==> src/rtl/axil_mem_tester.sv <==
// axil_mem_tester: AXI4-Lite initiator memory test.
// Writes an LFSR word stream over a range, reads it back, counts errors.
module axil_mem_tester #(
  parameter int ADDR_WIDTH = 32,
  parameter int DATA_WIDTH = 32,
  parameter int CNT_WIDTH  = 24
) (
  input  logic                    ACLK,
  input  logic                    ARSTN,
  input  logic                    start,
  input  logic [ADDR_WIDTH-1:0]   base_addr,
  input  logic [CNT_WIDTH-1:0]    num_words,
  input  logic [31:0]             seed,
  output logic [ADDR_WIDTH-1:0]   m_axil_awaddr,
  output logic [2:0]              m_axil_awprot,
  output logic                    m_axil_awvalid,
  input  logic                    m_axil_awready,
  output logic [DATA_WIDTH-1:0]   m_axil_wdata,
  output logic [DATA_WIDTH/8-1:0] m_axil_wstrb,
  output logic                    m_axil_wvalid,
  input  logic                    m_axil_wready,
  input  logic [1:0]              m_axil_bresp,
  input  logic                    m_axil_bvalid,
  output logic                    m_axil_bready,
  output logic [ADDR_WIDTH-1:0]   m_axil_araddr,
  output logic [2:0]              m_axil_arprot,
  output logic                    m_axil_arvalid,
  input  logic                    m_axil_arready,
  input  logic [DATA_WIDTH-1:0]   m_axil_rdata,
  input  logic [1:0]              m_axil_rresp,
  input  logic                    m_axil_rvalid,
  output logic                    m_axil_rready,
  output logic                    busy,
  output logic                    done,
  output logic                    pass,
  output logic [CNT_WIDTH-1:0]    err_count,
  output logic [ADDR_WIDTH-1:0]   first_err_addr
);

  localparam logic [DATA_WIDTH-1:0] POLY =
    DATA_WIDTH'(32'h8020_0003);
  localparam logic [ADDR_WIDTH-1:0] STRIDE = ADDR_WIDTH'(4);
  localparam logic [ADDR_WIDTH-1:0] AMASK = ~ADDR_WIDTH'(3);

  typedef enum logic [2:0] {
    S_IDLE,
    S_WR_REQ,
    S_WR_RESP,
    S_RD_REQ,
    S_RD_RESP,
    S_FIN
  } state_e;

  state_e                state_q, state_d;
  logic                  issued_q, issued_d;
  logic                  awvalid_q, awvalid_d;
  logic                  wvalid_q, wvalid_d;
  logic                  arvalid_q, arvalid_d;
  logic [ADDR_WIDTH-1:0] awaddr_q, awaddr_d;
  logic [ADDR_WIDTH-1:0] araddr_q, araddr_d;
  logic [DATA_WIDTH-1:0] wdata_q, wdata_d;
  logic [ADDR_WIDTH-1:0] base_q, base_d;
  logic [ADDR_WIDTH-1:0] addr_q, addr_d;
  logic [CNT_WIDTH-1:0]  num_q, num_d;
  logic [CNT_WIDTH-1:0]  cnt_q, cnt_d;
  logic [DATA_WIDTH-1:0] seed_q, seed_d;
  logic [DATA_WIDTH-1:0] lfsr_q, lfsr_d;
  logic [CNT_WIDTH-1:0]  err_q, err_d;
  logic [ADDR_WIDTH-1:0] first_q, first_d;
  logic                  busy_q, busy_d;
  logic                  done_q, done_d;

  logic                  err_hit;
  logic                  last;
  logic [ADDR_WIDTH-1:0] base_al;
  logic [DATA_WIDTH-1:0] seed_nz;
  logic [DATA_WIDTH-1:0] lfsr_nx;

  // Helper terms: aligned base, nonzero seed, LFSR step, last word.
  always_comb begin
    base_al = base_addr & AMASK;
    seed_nz = (seed == '0) ? DATA_WIDTH'(1) : seed;
    lfsr_nx = {1'b0, lfsr_q[DATA_WIDTH-1:1]}
            ^ (lfsr_q[0] ? POLY : '0);
    last    = (cnt_q == CNT_WIDTH'(1));
  end

  // Next-state and datapath updates for the test sequence.
  always_comb begin
    state_d   = state_q;
    issued_d  = issued_q;
    awvalid_d = awvalid_q;
    wvalid_d  = wvalid_q;
    arvalid_d = arvalid_q;
    awaddr_d  = awaddr_q;
    araddr_d  = araddr_q;
    wdata_d   = wdata_q;
    base_d    = base_q;
    addr_d    = addr_q;
    num_d     = num_q;
    cnt_d     = cnt_q;
    seed_d    = seed_q;
    lfsr_d    = lfsr_q;
    err_d     = err_q;
    first_d   = first_q;
    busy_d    = busy_q;
    done_d    = done_q;
    err_hit   = 1'b0;
    unique case (state_q)
      S_IDLE: begin
        if (start) begin
          base_d  = base_al;
          addr_d  = base_al;
          num_d   = num_words;
          cnt_d   = num_words;
          seed_d  = seed_nz;
          lfsr_d  = seed_nz;
          err_d   = '0;
          first_d = '0;
          if (num_words == '0) begin
            busy_d  = 1'b0;
            done_d  = 1'b1;
            state_d = S_FIN;
          end else begin
            busy_d  = 1'b1;
            done_d  = 1'b0;
            state_d = S_WR_REQ;
          end
        end
      end
      S_WR_REQ: begin
        if (!issued_q) begin
          issued_d  = 1'b1;
          awvalid_d = 1'b1;
          wvalid_d  = 1'b1;
          awaddr_d  = addr_q;
          wdata_d   = lfsr_q;
        end else begin
          if (m_axil_awready) awvalid_d = 1'b0;
          if (m_axil_wready) wvalid_d = 1'b0;
          if ((!awvalid_q || m_axil_awready) &&
              (!wvalid_q || m_axil_wready)) begin
            issued_d = 1'b0;
            state_d  = S_WR_RESP;
          end
        end
      end
      S_WR_RESP: begin
        if (m_axil_bvalid) begin
          err_hit = (m_axil_bresp != 2'b00);
          addr_d  = addr_q + STRIDE;
          lfsr_d  = lfsr_nx;
          cnt_d   = cnt_q - CNT_WIDTH'(1);
          if (last) begin
            addr_d  = base_q;
            lfsr_d  = seed_q;
            cnt_d   = num_q;
            state_d = S_RD_REQ;
          end else begin
            state_d = S_WR_REQ;
          end
        end
      end
      S_RD_REQ: begin
        if (!issued_q) begin
          issued_d  = 1'b1;
          arvalid_d = 1'b1;
          araddr_d  = addr_q;
        end else if (m_axil_arready) begin
          issued_d  = 1'b0;
          arvalid_d = 1'b0;
          state_d   = S_RD_RESP;
        end
      end
      S_RD_RESP: begin
        if (m_axil_rvalid) begin
          err_hit = (m_axil_rresp != 2'b00) ||
                    (m_axil_rdata != lfsr_q);
          addr_d  = addr_q + STRIDE;
          lfsr_d  = lfsr_nx;
          cnt_d   = cnt_q - CNT_WIDTH'(1);
          if (last) begin
            busy_d  = 1'b0;
            done_d  = 1'b1;
            state_d = S_FIN;
          end else begin
            state_d = S_RD_REQ;
          end
        end
      end
      S_FIN: state_d = S_IDLE;
      default: state_d = S_IDLE;
    endcase
    if (err_hit) begin
      if (err_q != '1) err_d = err_q + CNT_WIDTH'(1);
      if (err_q == '0) first_d = addr_q;
    end
  end

  // State and datapath registers.
  always_ff @(posedge ACLK or negedge ARSTN) begin
    if (!ARSTN) begin
      state_q   <= S_IDLE;
      issued_q  <= 1'b0;
      awvalid_q <= 1'b0;
      wvalid_q  <= 1'b0;
      arvalid_q <= 1'b0;
      awaddr_q  <= '0;
      araddr_q  <= '0;
      wdata_q   <= '0;
      base_q    <= '0;
      addr_q    <= '0;
      num_q     <= '0;
      cnt_q     <= '0;
      seed_q    <= '0;
      lfsr_q    <= '0;
      err_q     <= '0;
      first_q   <= '0;
      busy_q    <= 1'b0;
      done_q    <= 1'b0;
    end else begin
      state_q   <= state_d;
      issued_q  <= issued_d;
      awvalid_q <= awvalid_d;
      wvalid_q  <= wvalid_d;
      arvalid_q <= arvalid_d;
      awaddr_q  <= awaddr_d;
      araddr_q  <= araddr_d;
      wdata_q   <= wdata_d;
      base_q    <= base_d;
      addr_q    <= addr_d;
      num_q     <= num_d;
      cnt_q     <= cnt_d;
      seed_q    <= seed_d;
      lfsr_q    <= lfsr_d;
      err_q     <= err_d;
      first_q   <= first_d;
      busy_q    <= busy_d;
      done_q    <= done_d;
    end
  end

  assign m_axil_awaddr  = awaddr_q;
  assign m_axil_awprot  = 3'b000;
  assign m_axil_awvalid = awvalid_q;
  assign m_axil_wdata   = wdata_q;
  assign m_axil_wstrb   = '1;
  assign m_axil_wvalid  = wvalid_q;
  assign m_axil_bready  = (state_q == S_WR_RESP);
  assign m_axil_araddr  = araddr_q;
  assign m_axil_arprot  = 3'b000;
  assign m_axil_arvalid = arvalid_q;
  assign m_axil_rready  = (state_q == S_RD_RESP);
  assign busy           = busy_q;
  assign done           = done_q;
  assign pass           = done_q && (err_q == '0);
  assign err_count      = err_q;
  assign first_err_addr = first_q;

endmodule
==> config.mk <==
export PLATFORM = sky130hd
export DESIGN_NAME = axil_mem_tester
export DESIGN_NICKNAME = d
export VERILOG_FILES = /design/src/rtl/axil_mem_tester.sv
export SDC_FILE = /design/constraint.sdc
export NUM_CORES = 1
export LEC_CHECK = 0
export BUFFER_PORTS_ARGS = -buffer_cell sky130_fd_sc_hd__buf_2
export CAP_MARGIN = 20
export CORE_MARGIN = 10
export CORE_UTILIZATION = 40
export CTS_CLUSTER_DIAMETER = 50
export DETAILED_ROUTE_END_ITERATION = 10
export SLEW_MARGIN = 15
export SYNTH_ARGS = -nofsm -noshare
export SYNTH_HDL_FRONTEND = slang
export SYNTH_SLANG_ARGS = --single-unit
==> constraint.sdc <==
create_clock -name ACLK -period 5.55 [get_ports ACLK]
set_input_delay 0.2775 -clock ACLK [delete_from_list [all_inputs] [get_ports ACLK]]
set_output_delay 0.2775 -clock ACLK [all_outputs]
set_load 0.01 [all_outputs]
# Word level (Yosys, flattened, before mapping)

Cells that the tools add are included.
Widths: inputs -> output; s select.

Register bits: 335
Bits of input ports: 132
Word-level logic and storage cells: 126

Add/sub/neg operators: 3
Equal/unequal tests: 18
Muxes and demuxes: 60
Bitwise operators: 2
Reductions and logical operators: 25

Operators by type and width:

| operator              | number |
|---|---|
| $mux 32               | 14 |
| $mux 24               | 8 |
| $pmux 32 s3           | 2 |
| $pmux 24 s3           | 1 |
| $logic_not 24->1      | 2 |
| $add 32x3->32 const B | 1 |
| $logic_not 32->1      | 1 |
| $ne 32x32->1          | 1 |
| $xor 31x32->32        | 1 |
| $mux 3                | 9 |
| $add 24x1->24 const B | 1 |
| $eq 24x1->1 const B   | 1 |
| $ne 24x24->1 const B  | 1 |
| $sub 24x1->24 const B | 1 |
| $mux 1                | 20 |
| $ne 2x2->1 const B    | 10 |
| $pmux 3 s5            | 1 |
| $reduce_and 2->1      | 6 |
| $pmux 1 s2            | 4 |
| $reduce_and 4->1      | 2 |
| $reduce_bool 2->1     | 4 |
| $reduce_and 7->1      | 1 |
| $eq 3x2->1 const B    | 2 |
| $eq 3x1->1 const B    | 1 |
| other kinds (9)       | 13 |

# Longest topological paths before layout

Depth in word-level cells: 6
Depth in mapped cells: 10

# Worst setup path before layout

Ideal clock, no wire load.

Path kind: flip-flop to flip-flop
From: reg err_q[0] (netlist: err_count[0])
To: reg err_q[10] (netlist: err_count[10])
Arrival time: 2.428 ns
Path slack: 2.979 ns
Stages on the path, launching flop included: 10
Period minus slack after synthesis: 2.571 ns
Cells stage by stage: dfrtp_1 -> ha_1 -> and4_1 -> clkbuf_1 -> and4_1 -> nand4_1 -> clkinv_1 -> o21ai_0 -> clkbuf_1 -> o221ai_1

Longest elaborated chain between the ends: 3
Elaborated cells between the ends (all ways): 4

Ends and longest elaborated chain:

| what                                          | RTL line | text |
|---|---|---|
| from (decl)                                   | 68       | `logic [CNT_WIDTH-1:0] err_q, err_d;` |
| from (signal assigned)                        | 236      | `err_q <= err_d;` |
| $add 24x1->24 or $ne 24x24->1 (tied branches) | 195      | `if (err_q != '1) err_d = err_q + CNT_WIDTH'(1);` |
| $mux 24 *                                     | 195      |  |
| $mux 24 *                                     | 194      | `if (err_hit) begin` |
| via err_d[10]                                 | 68       |  |

The timed path passes the listed nets; every way through them passes the cells marked *.
A chain may end at the register's enable or synchronous reset.

# Worst setup path in the final report

From: reg state_q[0]
To: reg err_q[22] (netlist: err_count[22])

Longest elaborated chain between the ends: 4
Elaborated cells between the ends (all ways): 7

Ends and longest elaborated chain:

| what                   | RTL line | text |
|---|---|---|
| from (decl)            | 54       | `state_e state_q, state_d;` |
| from (signal assigned) | 222      | `state_q <= state_d;` |
| $logic_not 3->1        | 109      | `unique case (state_q)` |
| $mux 24                | 109      |  |
| $mux 24                | 195      |  |
| $mux 24 *              | 194      |  |
| via err_d[22]          | 68       |  |

Marked as above.

==> flow_metrics.py <==
metrics = {
    "timing": {
        "worstMarginPinSlew_ns": 1.12,
        "fin_crit_sh": 0.666,
        "fin_tns_setup_ns": 0,
        "hold_viol": 0,
        "max-slew-margin-rel": 0.246,
        "timing.final.ws_setup_ns": 1.85,
        "fin_skew_ns": 0.0276,
        "setup_viol": 0,
        "timing.hold.ws_ns": 0.0525,
        "layout_min_cycle_time_ns": 3.70,
        "slew_violations": 0,
        "rsz0062_at_grt": "false",
        "fmax_ghz": 0.270,
    },
    "global_route": {
        "antenna_found_initial": 0,
        "grt.total_usage": 0.207,
        "grt-ovfl-total": 0,
        "grt_max_degree": 159,
        "grt_pass1_wl_mm": 83.0,
        "grt_pass1_vias": 14300,
    },
    "yosys": {
        "synthTopCellsByArea": "dfrtp_1 (51%), nand2_1 (9.7%), mux2_2 (6.4%), a21oi_1 (2.3%), nor2_1 (2.1%)",
        "synth_warnings": 0,
        "synth-edff-count": 0,
        "syn_inst": 1711,
        "synth_commonest_cells": "nand2_1 (420), dfrtp_1 (329), mux2_2 (93)",
        "synth-seq-area-share": 0.506,
        "syn_avg_cell_area_um2": 9.51,
        "async_flop_share": 1.00,
        "yosys.area.top_type": "dfrtp_1",
        "synth_cell_types": 68,
        "synth_seq_cells": 329,
        "synth-main-ff-cell": "dfrtp_1",
        "synth_most_common_cell": "nand2_1",
        "syn-cell-area_mm2": 0.0163,
        "synth_top_area_frac": 0.506,
    },
    "route": {
        "drt_drc_violations_left": 0,
        "ant_nets": 0,
        "dr_total_vias": 14300,
        "drt-initial-drc-count": 1200,
        "drt-pass1-iter-count": 6,
        "wirelength_mm": 52.6,
        "via_per_inst": 5.49,
        "wl_per_cell_um": 20.3,
    },
    "finish": {
        "fill_cells": 3696,
        "nets": 2175,
        "diodes": 0,
        "drive_gt1_frac": 0.241,
        "area_growth_pct": 24.5,
        "finalCoreUtilization": 0.506,
        "final_cell_area_mm2": 0.0202,
    },
    "cts": {
        "cts-root-buf": "clkbuf_16",
        "cts-htree-levels": 2,
        "clkLatencyLatePin_ns": 0.56,
        "cts_resized": 0,
        "cts_tree": "done",
        "path_clk_slew_ns": 0.06,
        "cts_buffers": 43,
        "clock_sinks": 329,
        "cts_buffer_depth": 3,
    },
    "placement": {
        "pre_cts_ws_ns": 1.74,
        "port_buffers": 285,
        "gp_congestion": 0.846,
        "dp_hpwl_mm": 35.3,
        "placed_area_mm2": 0.0180,
    },
    "die": {
        "rows": 73,
        "die-area_mm2": 0.0491,
        "die_w_um": 222,
        "start_util": 0.407,
        "coreArea_mm2": 0.0400,
        "die_y_um": 222,
        "pin_count": 302,
    },
    "critical_path": {
        "ff2ff_path_depth": 6,
        "cp-start-kind": "flop",
        "required_ns": 5.98,
        "critPathMaxFanout": 23,
        "end_kind": "flop",
        "cp.arrival_ns": 4.13,
        "worstSetupPathType": "flop to flop",
    },
    "job": {
        "cap_violations": 0,
    },
    "outcome": {
        "outcome": "finished clean",
    },
    "worst_hold_path": {
        "min_path_cells": 3,
        "hold_path_class": "primary input to flop",
    },
    "power": {
        "peakVddDrop_mv": 0.323,
        "power.density_mw_per_mm2": 554,
        "p_leak_nw": 9.48,
    },
}
[area by class of cell]
cell class	count	area [um2]	share of cell area
flip-flops and latches	329	8230	0.407
multi-input cells	1217	7270	0.359
well taps	525	657	0.0325
clock buffers	56	1200	0.0595
repair buffers	394	2490	0.123
clock inverters	20	191	0.00946
inverters	53	199	0.00983
[logic make-up (layout without fill, tap and decap cells)]
kind of cell / after synthesis / in the layout / synth area share
simple gates: 695 / 695 / 0.191
compound gates: 338 / 338 / 0.141
flops: 329 / 329 / 0.506
buf+inv: 177 / 523 / 0.0522
mux: 124 / 124 / 0.0835
xor+xnor: 41 / 41 / 0.0221
fa+ha+maj: 5 / 5 / 0.00385
other cells: 2 / 14 / 0.000462
[registers in the layout, summed over array words and instances (netlist names)]
signal / count
first_err_addr: 32
lfsr_q: 32
m_axil_wdata: 32
seed_q: 32
addr_q: 30
base_q: 30
m_axil_araddr: 30
m_axil_awaddr: 30
cnt_q: 24
err_count: 24
num_q: 24
state_q: 3
busy: 1
done: 1
issued_q: 1
m_axil_arvalid: 1
m_axil_awvalid: 1
m_axil_wvalid: 1
[what timing repair did]
item / 4_1_cts / 5_1_grt
buffers inserted: 0 / 0
hold endpoints to repair: 181 / 0
hold buffers: 88 / 0
[metal layers]
metal	global-route usage	vias up	wire [um]
met5	0	-	0
met2	0.330	496	24600
met1	0.276	7065	23300
met3	0.0501	71	3620
met4	0.0551	0	1140
li1	-	6622	-
[power by group]
group          leakage, nW  switching [W]  internal, W  total (W)
Sequential            4.02        0.00101      0.00347    0.00448
Combinational         4.78        0.00228      0.00172    0.00399
Clock                0.684        0.00110      0.00163    0.00274
[metrics by stage]
stage,power [W],std cells
finish,0.0112,2594
global route,0.0120,2594
CTS,0.0113,2594
detailed placement,0.00847,2430
global placement,0.00833,2430
floorplan,0.00689,1723
[worst max-delay path, stage by stage (launching register included)]
cell and delay, ns:
dfrtp_1 0.74, or3b_2 0.72, nor2_1 0.18, a21oi_1 0.08
a41oi_2 0.78, nand2_1 0.57, o311ai_0 0.49
[placed cells by master (no fill, tap or decap), types with 6 or more instances in the layout]
master and count:
nand4_1 23, a211oi_1 6, buf_4 20, o211ai_1 11, xor2_1 7, buf_2 284, nand2_1 420, xnor2_1 34
dlygate4sd3_1 88, nor2_1 89, a211o_1 10, or3_1 9, and3_1 11, o21ai_1 9, nand3_1 29, inv_1 52
clkbuf_16 43, o21a_1 15, mux2i_1 31, a31oi_1 38, clkbuf_8 8, clkinv_2 7, or4_1 12, conb_1 14
and4_1 8, a21o_1 15, dfrtp_1 329, nor4_1 29, o221ai_1 11, a22oi_1 26, a22o_1 22, o31ai_1 10
mux2_2 93, nand2b_1 6, a21oi_1 75, o21ai_0 54, and2_1 8, nor3_1 20
[path summary, 6_finish.rpt]
check	start	end	slack [ns]
setup / recovery	state_q[0]	err_count[22]	1.85
hold / removal	m_axil_rvalid	state_q[1]	0.05
setup reg to reg	state_q[0]	err_count[22]	1.85
hold reg to reg	base_q[7]	base_q[7]	0.47
max in group asynchronous	ARSTN	first_err_addr[17]	3.81
min in group asynchronous	ARSTN	lfsr_q[15]	0.34
No activity file was read; power rests on OpenSTA's default activity.
